$ cat src/rtl/apb_pkg.sv
// Shared APB bus widths and FSM state type for the core-to-peripheral bridge.
package apb_pkg;

   localparam int APB_AW = 32;
   localparam int APB_DW = 32;

   typedef enum logic [1:0] {
      IDLE   = 2'd0,
      SETUP  = 2'd1,
      ACCESS = 2'd2
   } apb_state_e;

endpackage

$ cat src/rtl/apb_addr_decoder.sv
// Combinational CPU address -> APB slave decode (hit, slave index, one-hot select).
// Zero latency; no flow control.
module apb_addr_decoder
   import apb_pkg::*;
#(
   parameter int unsigned       NUM_SLV       = 5,
   parameter logic [APB_AW-1:0] BASE_ADDR     = 32'h1000_0000,
   parameter int unsigned       SLV_SPAN_LOG2 = 12,
   localparam int unsigned      IDX_W         = (NUM_SLV > 1) ? $clog2(NUM_SLV) : 1
) (
   input  logic [APB_AW-1:0]  addr,
   output logic               hit,
   output logic [IDX_W-1:0]   idx,
   output logic [NUM_SLV-1:0] sel
);

   // Window covers 2**IDX_W slave slots; slots at or above NUM_SLV are holes.
   localparam int unsigned WIN_LSB = SLV_SPAN_LOG2 + IDX_W;

   logic in_window;

   assign in_window = (addr[APB_AW-1:WIN_LSB] == BASE_ADDR[APB_AW-1:WIN_LSB]);
   assign idx       = addr[SLV_SPAN_LOG2 +: IDX_W];
   assign hit       = in_window && (32'(idx) < NUM_SLV);

   always_comb begin
      sel = '0;
      for (int i = 0; i < int'(NUM_SLV); i++) begin
         sel[i] = hit && (idx == IDX_W'(i));
      end
   end

endmodule

$ cat src/rtl/apb_master_bridge.sv
// APB initiator for the CPU data bus: one request at a time, SETUP/ACCESS with PREADY wait and timeout.
// Completion pulse 2 cycles + ACCESS length after the request; requests arriving while busy are dropped.
module apb_master_bridge
   import apb_pkg::*;
#(
   parameter int unsigned       NUM_SLV       = 5,
   parameter logic [APB_AW-1:0] BASE_ADDR     = 32'h1000_0000,
   parameter int unsigned       SLV_SPAN_LOG2 = 12,
   parameter int unsigned       TIMEOUT       = 255
) (
   input  logic                PCLK,
   input  logic                PRESET,
   input  logic                transfer,
   input  logic [APB_AW-1:0]   addr,
   input  logic [APB_DW-1:0]   wdata,
   input  logic                write,
   output logic [APB_DW-1:0]   rdata,
   output logic                ready,
   output logic                err,
   output logic                busy,
   output logic [APB_AW-1:0]   PADDR,
   output logic [APB_DW-1:0]   PWDATA,
   output logic                PWRITE,
   output logic                PENABLE,
   output logic [NUM_SLV-1:0]  PSEL,
   input  logic [APB_DW-1:0]   PRDATA [NUM_SLV],
   input  logic [NUM_SLV-1:0]  PREADY
);

   localparam int unsigned IDX_W = (NUM_SLV > 1) ? $clog2(NUM_SLV) : 1;
   localparam int unsigned CNT_W = (TIMEOUT > 0) ? $clog2(TIMEOUT + 1) : 1;
   localparam logic [CNT_W-1:0] CNT_LAST = CNT_W'(TIMEOUT - 1);

   apb_state_e         state_q;
   logic [NUM_SLV-1:0] sel_q;
   logic [IDX_W-1:0]   idx_q;
   logic [CNT_W-1:0]   cnt_q;

   logic               dec_hit;
   logic [IDX_W-1:0]   dec_idx;
   logic [NUM_SLV-1:0] dec_sel;
   logic               timeout_hit;

   apb_addr_decoder #(
      .NUM_SLV       (NUM_SLV),
      .BASE_ADDR     (BASE_ADDR),
      .SLV_SPAN_LOG2 (SLV_SPAN_LOG2)
   ) u_dec (
      .addr (addr),
      .hit  (dec_hit),
      .idx  (dec_idx),
      .sel  (dec_sel)
   );

   // Fires on the TIMEOUT-th ACCESS cycle; PREADY in that same cycle still wins.
   assign timeout_hit = (TIMEOUT != 0) && (cnt_q == CNT_LAST);

   // Derived from the state register so an async reset drops the bus at once.
   assign busy    = (state_q != IDLE);
   assign PENABLE = (state_q == ACCESS);
   assign PSEL    = busy ? sel_q : '0;

   always_ff @(posedge PCLK or posedge PRESET) begin
      if (PRESET) begin
         state_q <= IDLE;
         sel_q   <= '0;
         idx_q   <= '0;
         cnt_q   <= '0;
         PADDR   <= '0;
         PWDATA  <= '0;
         PWRITE  <= 1'b0;
         ready   <= 1'b0;
         err     <= 1'b0;
         rdata   <= '0;
      end else begin
         ready <= 1'b0;
         err   <= 1'b0;
         rdata <= '0;
         case (state_q)
            IDLE: begin
               if (transfer) begin
                  PADDR  <= addr;
                  PWDATA <= wdata;
                  PWRITE <= write;
                  sel_q  <= dec_sel;
                  idx_q  <= dec_idx;
                  if (dec_hit) begin
                     state_q <= SETUP;
                  end else begin
                     ready <= 1'b1;
                     err   <= 1'b1;
                  end
               end
            end
            SETUP: begin
               cnt_q   <= '0;
               state_q <= ACCESS;
            end
            ACCESS: begin
               if (PREADY[idx_q]) begin
                  state_q <= IDLE;
                  ready   <= 1'b1;
                  if (!PWRITE) begin
                     rdata <= PRDATA[idx_q];
                  end
               end else if (timeout_hit) begin
                  state_q <= IDLE;
                  ready   <= 1'b1;
                  err     <= 1'b1;
               end else begin
                  cnt_q <= cnt_q + CNT_W'(1);
               end
            end
            default: state_q <= IDLE;
         endcase
      end
   end

endmodule
$ cat config.mk
export PLATFORM = sky130hd
export DESIGN_NAME = apb_master_bridge
export DESIGN_NICKNAME = d
export VERILOG_FILES = /design/src/rtl/apb_pkg.sv /design/src/rtl/apb_addr_decoder.sv /design/src/rtl/apb_master_bridge.sv
export SDC_FILE = /design/constraint.sdc
export NUM_CORES = 1
export LEC_CHECK = 0
export CAP_MARGIN = 20
export CORE_AREA = 2 2 132 134
export DETAILED_ROUTE_END_ITERATION = 10
export DIE_AREA = 0 0 134 136
export HOLD_SLACK_MARGIN = 0.05
export PLACE_DENSITY = 0.84
export REMOVE_ABC_BUFFERS = 1
export SETUP_SLACK_MARGIN = 0.1
export SKIP_CTS_REPAIR_TIMING = 1
export SKIP_LAST_GASP = 1
export SYNTH_ARGS = -nofsm -noshare
export SYNTH_HDL_FRONTEND = slang
export SYNTH_SLANG_ARGS = --single-unit
export TNS_END_PERCENT = 50
$ cat constraint.sdc
create_clock -name PCLK -period 7.9 [get_ports PCLK]
set_input_delay 1.58 -clock PCLK [delete_from_list [all_inputs] [get_ports PCLK]]
set_output_delay 1.58 -clock PCLK [all_outputs]
set_load 0.02 [all_outputs]
==> impl_metrics.py, run 1 <==
metrics = {
    "run_status": {
        "status": "finished, final reports clean",
    },
    "synth": {
        "netlist_area_um2": 5518,
        "yosysTopAreaCell": "dfrtp_1",
        "synth_seq_area_share": 0.5170,
        "synth-edff-count": 0,
        "synth_top_flop_cell": "dfrtp_1",
        "synthTopCellsByArea": "dfrtp_1 (52%), mux2_2 (13%), mux4_2 (13%)",
        "yosysWarningCount": 0,
        "avgSynthCellArea_um2": 13.43,
        "ys_ff_latch": 114,
        "syn_inst": 411,
        "synth-async-reset-ratio": 1.000,
        "ys_types": 42,
        "synth_top_area_share": 0.5170,
    },
    "sta": {
        "finalMaxSlewViolations": 0,
        "finClkSkew_ns": 0.01077,
        "worst_slew_pin_slew_ns": 0.8030,
        "finalSetupViolations": 0,
        "fin_crit_ns": 3.643,
        "fmax_mhz": 274.5,
        "fin_crit_sh": 0.4612,
        "relSlewSlack": 0.4647,
        "hold_viol_final": 0,
        "setup_tns_ns": 0,
        "rsz0062_at_grt": "false",
    },
    "detailed_routing": {
        "drc": 0,
        "wl_per_cell_um": 18.52,
        "via_per_inst": 4.909,
        "initialDrtViolationCount": 208,
        "wl_mm": 18.32,
        "final_antenna_net_count": 0,
        "vias": 4855,
        "dr.pass1.iters": 4,
    },
    "worst_setup_path": {
        "critPathRequiredTime_ns": 6.32,
        "worstPathMaxFanout": 38,
        "slowest_delay_ns": 0.74,
        "arrival_ns": 2.06,
        "crit_chain": "buf_4 > clkdlybuf4s50_1",
        "end_kind": "output port",
        "slowest_stage": "clkdlybuf4s50_1",
        "cp-start-kind": "flip-flop",
        "critPathKind": "flip-flop to output port",
    },
    "die": {
        "start_util": 0.3270,
        "core_area_um2": 16880,
        "die_x_um": 134,
        "io_pins": 339,
        "dieHeight_um": 136,
        "rows": 48,
        "die_area_um2": 18220,
    },
    "placement": {
        "portBuffers": 338,
        "gp_congestion": 0.8082,
        "placed_cells": 952,
        "hpwl_mm": 14.19,
    },
    "clocking": {
        "clkTransAtPathRegs_ns": 0.05,
        "ctsRootBufferMaster": "clkbuf_16",
        "cts_buffers": 17,
        "cts_sinks": 114,
        "cts_tree": "done",
        "clkLatencyLatePin_ns": 0.41,
        "htreeDepth": 4,
        "cts.path.max_buffers": 2,
    },
    "pwr": {
        "leakage_nw": 3.914,
        "power_density_nw_per_um2": 188.0,
        "total_power_mw": 1.837,
        "ir_worst_vdd_v": 0.0001341,
    },
    "finish": {
        "multi_input_area_um2": 2504,
        "drive_gt1_frac": 0.1958,
        "layout_commonest_cell": "clkdlybuf4s50_1",
        "area_growth_syn_to_layout_pct": 77.14,
        "final_cell_mix": "clkdlybuf4s50_1 (338), dfrtp_1 (112), mux2_2 (65), nor2_1 (38)",
        "finalNonFillerCells": 989,
        "n_fill_cell": 1399,
        "seq_area_um2": 2855,
        "fin_nets": 986,
    },
    "run": {
        "timing.max_cap.violations": 0,
    },
    "global_route": {
        "grt-ovfl-total": 0,
        "antenna_found_initial": 3,
        "grt_use_total": 0.2025,
        "grt_max_degree": 66,
        "grt_pass1_wl_mm": 27.72,
        "grt_pass1_vias": 5033,
    },
    "min_path": {
        "hp-class": "flip-flop to flip-flop",
    },
}
[state kept, by name, summed over array words and instances, names as in the netlist]
register	count
PWDATA	32
state_q	2
sel_q	5
PWRITE	1
err	1
rdata	32
ready	1
cnt_q	8
PADDR	32
[final cells by class]
type / instances / area share
Antenna cell: 3 / 0.0007680
Clock buffer: 21 / 0.04813
Clock inverter: 11 / 0.01562
Inverter: 8 / 0.003328
Multi-Input combinational cell: 261 / 0.2561
Sequential cell: 114 / 0.2921
Tap cell: 225 / 0.02880
Timing Repair Buffer: 346 / 0.3551
[routing by layer]
metal	part of all wire	wire length, um	GRT usage
met5	0	0	0
met4	0.045	833	0.1200
met3	0.087	1588	0.06749
met2	0.50	9223	0.3382
met1	0.36	6675	0.2259
[cells in the mapped netlist (all sizes together), types with 3 or more instances]
library cell	n
nand2	20
inv	7
nand4	3
nor3	4
buf	14
o21ai	5
o41ai	3
mux2	67
nor4	4
clkbuf	14
a21oi	5
o211ai	3
dfrtp	114
nand2b	5
a22oi	33
mux4	32
ha	5
nor2	38
nor2b	9
nand3	5
[critical path, delay by kind of cell, from the launching register on]
family | cells | cell delay [ns]
buffers and inverters | 2 | 1.27
flip-flops | 1 | 0.33
[logic make-up after synthesis]
family,count (synthesis),share of synthesized area
flops,114,0.5170
mux,99,0.2687
simple gates,98,0.08821
compound gates,59,0.08435
buf+inv,36,0.03039
fa+ha+maj,5,0.01134
[worst paths after layout]
path	start	slack (ns)	to	cells past startpoint
min in group asynchronous	PRESET	1.61	PWDATA[18]	2
hold / removal	sel_q[4]	0.47	sel_q[4]	2
setup reg to reg	PADDR[12]	5.44	rdata[19]	7
max in group asynchronous	PRESET	5.04	PADDR[26]	3
setup / recovery	PADDR[12]	4.26	PADDR[12]	2
hold reg to reg	sel_q[4]	0.47	sel_q[4]	2
[per-stage QoR]
| stage | setup WS [ns] | hold WS, ns | util | cell area, um^2 |
|---|---|---|---|---|
| floorplan | 3.304 | 0.4309 | - | 5380 |
| global placement | 4.061 | 0.4450 | 0.5393 | 9101 |
| detailed placement | 3.966 | 0.4485 | 0.5393 | 9101 |
| CTS | 4.189 | 0.4689 | 0.5762 | 9724 |
| global route | 4.082 | 0.4987 | 0.5792 | 9774 |
| finish | 4.257 | 0.4658 | 0.5792 | 9774 |
[where the power goes]
group          internal [mW]  switching [mW]  total, mW
sequential             0.619          0.0178      0.636
combinational          0.243           0.157      0.401
clock                  0.523           0.277      0.800
Power figures use the tool's default switching activity.
==> run 2, diff against run 1 <==
--- a/config.mk
+++ b/config.mk
@@ -6,11 +6,11 @@
 export NUM_CORES = 1
 export LEC_CHECK = 0
 export CAP_MARGIN = 20
-export CORE_AREA = 2 2 132 134
+export CORE_AREA = 2 2 131 133
 export DETAILED_ROUTE_END_ITERATION = 10
-export DIE_AREA = 0 0 134 136
+export DIE_AREA = 0 0 133 135
 export HOLD_SLACK_MARGIN = 0.05
-export PLACE_DENSITY = 0.84
+export PLACE_DENSITY = 0.85
 export REMOVE_ABC_BUFFERS = 1
 export SETUP_SLACK_MARGIN = 0.1
 export SKIP_CTS_REPAIR_TIMING = 1
==> constraint.sdc (replaced) <==
create_clock -name PCLK -period 3.8 [get_ports PCLK]
set_input_delay 0.76 -clock PCLK [delete_from_list [all_inputs] [get_ports PCLK]]
set_output_delay 0.76 -clock PCLK [all_outputs]
set_load 0.02 [all_outputs]
==> run 2 against run 1 <==
Compared with the run above:
- sequential share of layout area rose by 0.15 points
- non-clock buffer count fell by 1
- setup slack got worse by 3.3 ns
- clock power rose by 100%
- first-iteration DRC count down 17%
- power rose by 110%
- wire length grew 3.9%
- final cell count shrank 0.61%
- flip-flop and latch count unchanged
- die area fell by 1.5%
- global-route usage is 1.0 points higher
- via count shrank 0.12%
- critical path type unchanged
==> impl_metrics.py, run 2 (synthesis results as in run 1) <==
metrics = {
    "finish": {
        "multi_input_area_um2": 2504,
        "n_fill_cell": 1300,
        "layout_commonest_cell": "clkdlybuf4s50_1",
        "area_growth_syn_to_layout_pct": 76.19,
        "drive_gt1_frac": 0.1934,
        "finalNonFillerCells": 983,
        "final_cell_mix": "clkdlybuf4s50_1 (338), dfrtp_1 (113), mux2_2 (65), nor2_1 (38)",
        "top_regs": "PADDR x32, PWDATA x32, rdata x32",
        "fin_nets": 985,
        "seq_area_um2": 2854,
    },
    "worst_setup_path": {
        "cp-start-kind": "flip-flop",
        "end_kind": "output port",
        "slowest_delay_ns": 0.72,
        "critPathRequiredTime_ns": 3.04,
        "worstPathMaxFanout": 13,
        "r2r-start": "state_q[0]",
        "cpLargestDelayFamily": "buffers and inverters",
        "crit_buf_inv": 2,
        "r2r_end": "err",
        "arrival_ns": 2.07,
        "crit_chain": "inv_1 > ha_1 > clkdlybuf4s50_1",
        "slowest_stage": "clkdlybuf4s50_1",
        "r2r_slack_ns": 1.59,
        "ff2ff_path_depth": 5,
        "critPathKind": "flip-flop to output port",
    },
    "die": {
        "core_area_um2": 16410,
        "die_area_um2": 17960,
        "dieHeight_um": 135,
        "start_util": 0.3363,
        "io_pins": 339,
        "die_x_um": 133,
        "rows": 47,
    },
    "sta": {
        "hold_viol_final": 0,
        "finalSetupViolations": 0,
        "rsz0062_at_grt": "false",
        "whs_ns": 0.4642,
        "fin_crit_sh": 0.7459,
        "fin_crit_ns": 2.835,
        "finalMaxSlewViolations": 0,
        "setup_tns_ns": 0,
        "relSlewSlack": 0.3161,
        "worst_slew_pin_slew_ns": 1.023,
        "finClkSkew_ns": 0.006160,
        "fmax_mhz": 352.8,
    },
    "global_route": {
        "grt-ovfl-total": 0,
        "grt_pass1_vias": 5263,
        "grt_max_degree": 60,
        "antenna_found_initial": 3,
        "grt_pass1_wl_mm": 28.64,
        "grt_use_total": 0.2126,
    },
    "clocking": {
        "ctsRootBufferMaster": "clkbuf_16",
        "cts_sinks": 114,
        "clkTransAtPathRegs_ns": 0.05,
        "cts.path.max_buffers": 2,
        "cts_buffers": 17,
        "clkLatencyLatePin_ns": 0.41,
        "cts_tree": "done",
        "htreeDepth": 4,
    },
    "run": {
        "timing.max_cap.violations": 0,
    },
    "detailed_routing": {
        "wl_mm": 19.03,
        "via_per_inst": 4.933,
        "initialDrtViolationCount": 173,
        "final_antenna_net_count": 0,
        "wl_per_cell_um": 19.36,
        "dr.pass1.iters": 4,
        "drc": 0,
        "vias": 4849,
    },
    "pwr": {
        "power_density_nw_per_um2": 389.5,
        "leakage_nw": 3.892,
        "ir_worst_vdd_v": 0.0002877,
    },
    "placement": {
        "hpwl_mm": 14.92,
        "placed_cells": 948,
        "gp_congestion": 0.8034,
        "portBuffers": 338,
    },
    "min_path": {
        "hold_path_depth": 2,
        "hold_end": "sel_q[4]",
        "hp-class": "flip-flop to flip-flop",
        "min_from": "sel_q[4]",
    },
    "run_status": {
        "status": "finished, final reports clean",
    },
}
-- run 2: worst max-delay path by stage --
stage,startpoint,end,slack (ns),depth (start not counted)
3_3_place_gp,addr[23],state_q[1],0.95,6
5_1_grt,state_q[0],PENABLE,0.85,3
6_report,state_q[0],PENABLE,0.97,3
2_1_floorplan,PRESET,PADDR[0],0.02,1
4_1_cts,state_q[0],PENABLE,0.96,3
3_5_place_dp,addr[23],state_q[1],0.92,6
-- run 2: layer usage --
metal | GRT usage | vias to the layer above | share of wire
met5 | 0 | - | 0
li1 | - | 2217 | -
met3 | 0.06607 | 32 | 0.078
met2 | 0.3788 | 244 | 0.52
met1 | 0.2346 | 2356 | 0.38
met4 | 0.09259 | 0 | 0.025
-- run 2: stage by stage --
| stage | power, mW | instance area, um^2 | util | worst slack [ns] |
|---|---|---|---|---|
| finish | 3.786 | 9722 | 0.5925 | 0.9654 |
| global placement | 2.175 | 9114 | 0.5555 | 0.9534 |
| floorplan | 1.718 | 5380 | - | 0.02429 |
| global route | 3.942 | 9722 | 0.5925 | 0.8534 |
| CTS | 3.826 | 9714 | 0.5921 | 0.9576 |
| detailed placement | 2.189 | 9114 | 0.5555 | 0.9160 |
-- run 2: power breakdown --
part | switching (mW) | internal, mW | leakage, nW
Sequential | 0.0422 | 1.29 | 1.41
Clock | 0.578 | 1.05 | 0.286
Combinational | 0.328 | 0.506 | 2.20
-- run 2: layout make-up --
class                           instances  area share
Clock inverter                         13     0.01622
Multi-Input combinational cell        261      0.2575
Antenna cell                            3   0.0007722
Timing Repair Buffer                  345      0.3547
Tap cell                              220     0.02831
Inverter                                8    0.003346
Clock buffer                           19     0.04556
Sequential cell                       114      0.2936
-- run 2: worst reg2reg max path, stage by stage (launching register included) --
cell and delay (ns):
dfrtp_1 0.38, inv_1 0.10, ha_1 0.34, nand2_1 0.66
a21oi_1 0.50, a31o_2 0.17
==> run 3, diff against run 2 <==
--- a/config.mk
+++ b/config.mk
@@ -10,7 +10,7 @@
 export DETAILED_ROUTE_END_ITERATION = 10
 export DIE_AREA = 0 0 133 135
 export HOLD_SLACK_MARGIN = 0.05
-export PLACE_DENSITY = 0.85
+export PLACE_DENSITY = 0.88
 export REMOVE_ABC_BUFFERS = 1
 export SETUP_SLACK_MARGIN = 0.1
 export SKIP_CTS_REPAIR_TIMING = 1
==> constraint.sdc (replaced) <==
create_clock -name PCLK -period 2.5 [get_ports PCLK]
set_input_delay 0.5 -clock PCLK [delete_from_list [all_inputs] [get_ports PCLK]]
set_output_delay 0.5 -clock PCLK [all_outputs]
set_load 0.02 [all_outputs]
==> run 3 against run 2 <==
Compared with the run above:
- clock skew grew 0.0029 ns
- sequential power up 52%
- final cell count rose by 0.61%
- die area did not move
- setup slack got worse by 0.93 ns
- critical endpoint is now PSEL[0]
- highest routed layer unchanged
- global-route usage grew 0.25 points
- hold slack improved by 0.0096 ns
- combinational power is 53% higher
- non-clock buffer count rose by 8
==> impl_metrics.py, run 3 (synthesis results as in run 1) <==
metrics = {
    "finish": {
        "fin_nets": 993,
        "seq_area_um2": 2855,
        "multi_input_area_um2": 2504,
        "area_growth_syn_to_layout_pct": 79.25,
        "layout_commonest_cell": "clkdlybuf4s50_1",
        "final_cell_mix": "clkdlybuf4s50_1 (335), dfrtp_1 (112), mux2_2 (65), nor2_1 (38)",
        "top_regs": "PADDR x32, PWDATA x32, rdata x32",
        "n_fill_cell": 1298,
        "drive_gt1_frac": 0.2034,
    },
    "detailed_routing": {
        "vias": 4900,
        "via_per_inst": 4.954,
        "final_antenna_net_count": 0,
        "wl_per_cell_um": 19.25,
        "drc": 0,
        "dr.pass1.iters": 4,
        "wl_mm": 19.04,
        "initialDrtViolationCount": 172,
    },
    "worst_setup_path": {
        "ff2ff_path_depth": 4,
        "arrival_ns": 1.96,
        "cp-start-kind": "flip-flop",
        "cpLargestDelayFamily": "buffers and inverters",
        "r2r_slack_ns": 0.54,
        "critPathRequiredTime_ns": 2.00,
        "crit_chain": "inv_1 > ha_1 > nor2b_1 > clkdlybuf4s50_1",
        "worstPathMaxFanout": 9,
        "critPathKind": "flip-flop to output port",
        "slowest_stage": "clkdlybuf4s50_1",
        "end_kind": "output port",
        "slowest_delay_ns": 0.64,
        "startpoint": "state_q[0]",
        "crit_buf_inv": 2,
        "r2r_end": "rdata[10]",
        "r2r-start": "PADDR[12]",
        "path_depth": 4,
        "crit_end": "PSEL[0]",
    },
    "global_route": {
        "grt_pass1_wl_mm": 28.95,
        "grt_max_degree": 61,
        "antenna_found_initial": 2,
        "grt-ovfl-total": 0,
        "grt_pass1_vias": 5303,
        "grt_use_total": 0.2151,
    },
    "sta": {
        "relSlewSlack": 0.6961,
        "hold_viol_final": 0,
        "finClkSkew_ns": 0.009102,
        "worst_slew_pin_slew_ns": 0.4516,
        "finalMaxSlewViolations": 0,
        "setup_ws_ns": 0.03544,
        "fmax_mhz": 405.8,
        "setup_tns_ns": 0,
        "fin_crit_sh": 0.9858,
        "whs_ns": 0.4738,
        "fin_crit_ns": 2.465,
        "finalSetupViolations": 0,
        "rsz0062_at_grt": "true",
    },
    "clocking": {
        "clkTransAtPathRegs_ns": 0.06,
        "cts_sinks": 114,
        "cts.path.max_buffers": 2,
        "cts_buffers": 17,
        "htreeDepth": 4,
        "cts_tree": "done",
        "ctsRootBufferMaster": "clkbuf_16",
        "clkLatencyLatePin_ns": 0.41,
    },
    "die": {
        "io_pins": 339,
        "core_area_um2": 16410,
        "rows": 47,
        "dieHeight_um": 135,
        "start_util": 0.3363,
        "die_x_um": 133,
        "die_area_um2": 17960,
    },
    "min_path": {
        "hp-class": "flip-flop to flip-flop",
    },
    "run_status": {
        "status": "finished, final reports clean",
    },
    "pwr": {
        "power_density_nw_per_um2": 602.6,
        "leakage_nw": 4.034,
        "total_power_mw": 5.960,
        "ir_worst_vdd_v": 0.0004156,
    },
    "placement": {
        "hpwl_mm": 15.12,
        "gp_congestion": 0.8642,
        "portBuffers": 338,
        "place_ws_ns": -0.2766,
    },
    "run": {
        "timing.max_cap.violations": 0,
    },
}
-- run 3: changes by cell type in the layout (fill, tap and decap cells not counted), sizes merged, moves of 3 or more --
cell | before | now
dlymetal6s2s | 0 | 3
clkinvlp | 4 | 1
buf | 7 | 15
clkdlybuf4s50 | 338 | 335
-- run 3: report_power, final --
group | switching (mW) | internal [mW] | leakage (nW)
sequential | 0.0643 | 1.95 | 1.41
combinational | 0.500 | 0.783 | 2.31
clock | 0.877 | 1.78 | 0.315
-- run 3: per-stage QoR --
stage	instances	instance area [um^2]	util
6_report	989	9891	0.6028
4_1_cts	987	9878	0.6021
3_3_place_gp	956	9225	0.5623
2_1_floorplan	383	5380	-
3_5_place_dp	956	9225	0.5623
5_1_grt	989	9891	0.6028
-- run 3: how the worst min path moves through the flow --
| stage | start | endpoint | slack, ns | cells past startpoint |
|---|---|---|---|---|
| finish | sel_q[4] | sel_q[4] | 0.47 | 2 |
| global route | sel_q[0] | sel_q[0] | 0.51 | 2 |
| CTS | sel_q[4] | sel_q[4] | 0.48 | 2 |
| detailed placement | sel_q[4] | sel_q[4] | 0.45 | 2 |
| global placement | sel_q[4] | sel_q[4] | 0.45 | 2 |
| floorplan | sel_q[4] | sel_q[4] | 0.43 | 2 |
-- run 3: layout make-up --
class / instances / share of cell area
repair buffers: 353 / 0.3605
flip-flops and latches: 114 / 0.2887
multi-input cells: 261 / 0.2531
clock buffers: 17 / 0.04301
well taps: 220 / 0.02783
clock inverters: 14 / 0.02302
inverters: 8 / 0.003289
diodes: 2 / 0.0005060
-- run 3: per-layer routing --
metal  global-route usage  wire, um  vias to the layer above  share of wire
li1                     -         -                     2238              -
met1               0.2320      7071                     2367           0.37
met2               0.3805      9899                      262           0.52
met3              0.07432      1532                       33          0.080
met4               0.1004       533                        0          0.028
met5                    0         0                        -              0
-- run 3: worst register-to-register path, stage by stage (launching register included) --
cell,delay [ns]
dfrtp_2,0.50
buf_4,0.46
mux4_2,0.56
a22oi_1,0.26
nor2_1,0.07
==> patch, RTL diff (config.mk and constraints of run 3) <==
Re-encode `apb_state_e` (3 states) as one-hot, 3 bits wide.
--- a/src/rtl/apb_pkg.sv
+++ b/src/rtl/apb_pkg.sv
@@ -6,6 +6,6 @@
 
-   typedef enum logic [1:0] {
-      IDLE   = 2'd0,
-      SETUP  = 2'd1,
-      ACCESS = 2'd2
+   typedef enum logic [2:0] {
+      IDLE   = 3'b001,
+      SETUP  = 3'b010,
+      ACCESS = 3'b100
    } apb_state_e;
Check against the original RTL: no difference found for any inputs over 4 cycles, from zero or initial values and one cycle with PRESET high; so few cycles prove little.
==> patch against run 3 <==
  * Power decreased by 0.52%
  * Area after synthesis decreased by 1.5%
  * Register-to-register slack improved by 60 ps
  * Sequential power increased by 2%
  * Sequential cell count increased by 1
  * Worst setup slack improved by 24 ps
  * Global-route usage increased by 0.70 points
  * Final area decreased by 0.47%
  * Routed wire length increased by 3.2%
  * Clock skew increased by 4.9 ps
  * Via count increased by 0.71%
  * Highest routed layer unchanged
==> patch: results (changes against run 3) <==
hp-class: "input pin to asynchronous set/reset pin"
routed_wl_mm: 19.6  # +3.2%
skew_ps: 14.0  # +4.93 ps
nNetsFinal: 983  # -1.0%
grt_pass1_wl_mm: 29.6  # +2.2%
grt_max_degree: 55  # -9.8%
yosys-top-cells-count: "dfrtp_1 (114), mux2_2 (63), nor2_1 (38)"
ir_drop_mv: 0.436  # +5.0%
dp_cells: 949  # -0.73%
hpwl_mm: 15.9  # +4.9%
cp_max_fo: 7  # -2
ys_seq_area_share_pct: 53.0  # +1.3 points
grt_usage_pct: 22.2  # +0.70 points
drive_above_1_share_pct: 20.4  # +0.029 points
cp_slowest_stage_delay_ps: 570  # -70 ps
critical_path_arrival_ps: 1940  # -20 ps
synth-adder-area-share_pct: 0.460  # -0.67 points
wl_per_cell_um: 19.9  # +3.5%
nFillCells: 1262  # -2.8%
synth-compound-area-share_pct: 8.03  # -0.40 points
crit_slowest_cell: "dfstp_2"
post-place-ws_ps: 123  # +400 ps
routabilityCongestion: 0.857  # -0.81%
synth-main-ff-cell: "dfrtp_1"
run_status: "finished clean"
synth_cell_types: 51  # +21%
worst_pin_slew_ps: 482  # +30.7 ps
synth-xor-area-share_pct: 0.161  # +0.16 points
synth_mux_area_share_pct: 27.2  # +0.36 points
leakage_uw: 0.00399  # -1.0%
dr.pass1.iters: 5  # +1
synth_area_leaders: "dfrtp_1 (52%), mux4_2 (13%), mux2_2 (13%)"
grt_antenna_before_repair: 4  # +2
vias: 4935  # +0.71%
grt_pass1_vias: 5251  # -0.98%
-- patch: kinds of logic (layout without fill, tap and decap cells) --
family / count (synthesis) / in the layout
flops: 115 / 115
mux: 100 / 100
simple gates: 90 / 90
compound gates: 56 / 56
buf+inv: 37 / 397
fa+ha+maj: 2 / 2
xor+xnor: 1 / 1
other cells: 0 / 5
-- patch: worst register-to-register path, stage by stage, from the launching register on --
cell	delay (ps)
dfrtp_2	570
or2_2	380
o22ai_2	310
o31a_1	260
inv_2	90
o221ai_1	180
-- patch: power breakdown --
group / leakage (uW) / switching (uW) / total [uW] / internal (uW)
combinational: 0.00226 / 493 / 1270 / 781
sequential: 0.00143 / 83.5 / 2060 / 1980
clock: 0.000297 / 915 / 2590 / 1680
total: 0.00399 / 1490 / 5930 / 4440
-- patch: stage by stage --
stage | cell area (um^2) | util, % | TNS, ps
6_report | 9840 | 60.0 | 0
5_1_grt | 9840 | 60.0 | -135
4_1_cts | 9820 | 59.9 | 0
3_5_place_dp | 9190 | 56.0 | 0
3_3_place_gp | 9190 | 56.0 | 0
2_1_floorplan | 5330 | - | -250740
-- patch: final cells by class --
| class | count | share of cell area, % |
|---|---|---|
| clock inverters | 14 | 2.07 |
| diodes | 5 | 0.127 |
| multi-input cells | 249 | 24.8 |
| repair buffers | 354 | 36.2 |
| inverters | 11 | 0.445 |
| flip-flops and latches | 115 | 29.3 |
| clock buffers | 18 | 4.36 |
| well taps | 220 | 2.80 |
-- patch: per-layer routing --
metal / wire length [um] / vias up / part of all wire (%) / global-route usage [%]
li1: - / 2222 / - / -
met1: 7200 / 2407 / 37 / 23.9
met2: 10200 / 271 / 52 / 40.1
met3: 1530 / 35 / 7.8 / 7.06
met4: 671 / 0 / 3.4 / 9.86
met5: 0 / - / 0 / 0
-- patch: path summary, 6_finish.rpt --
path / startpoint / endpoint / slack (ps) / cells past startpoint
worst min register to register: PWDATA[23]$_DFFE_PP0P_ / PWDATA[23]$_DFFE_PP0P_ / 500 / 1
worst min-delay path: PRESET / PWDATA[16]$_DFFE_PP0P_ / 440 / 2
min in group PCLK: PWDATA[23]$_DFFE_PP0P_ / PWDATA[23]$_DFFE_PP0P_ / 500 / 1
worst max register to register: PADDR[13]$_DFFE_PP0P_ / cnt_q[7]$_DFFE_PP0P_ / 600 / 5
worst max-delay path: state_q[0]$_DFFE_PP1P_ / PSEL[2] / 60 / 4
max in group asynchronous: PRESET / PADDR[11]$_DFFE_PP0P_ / 1450 / 3
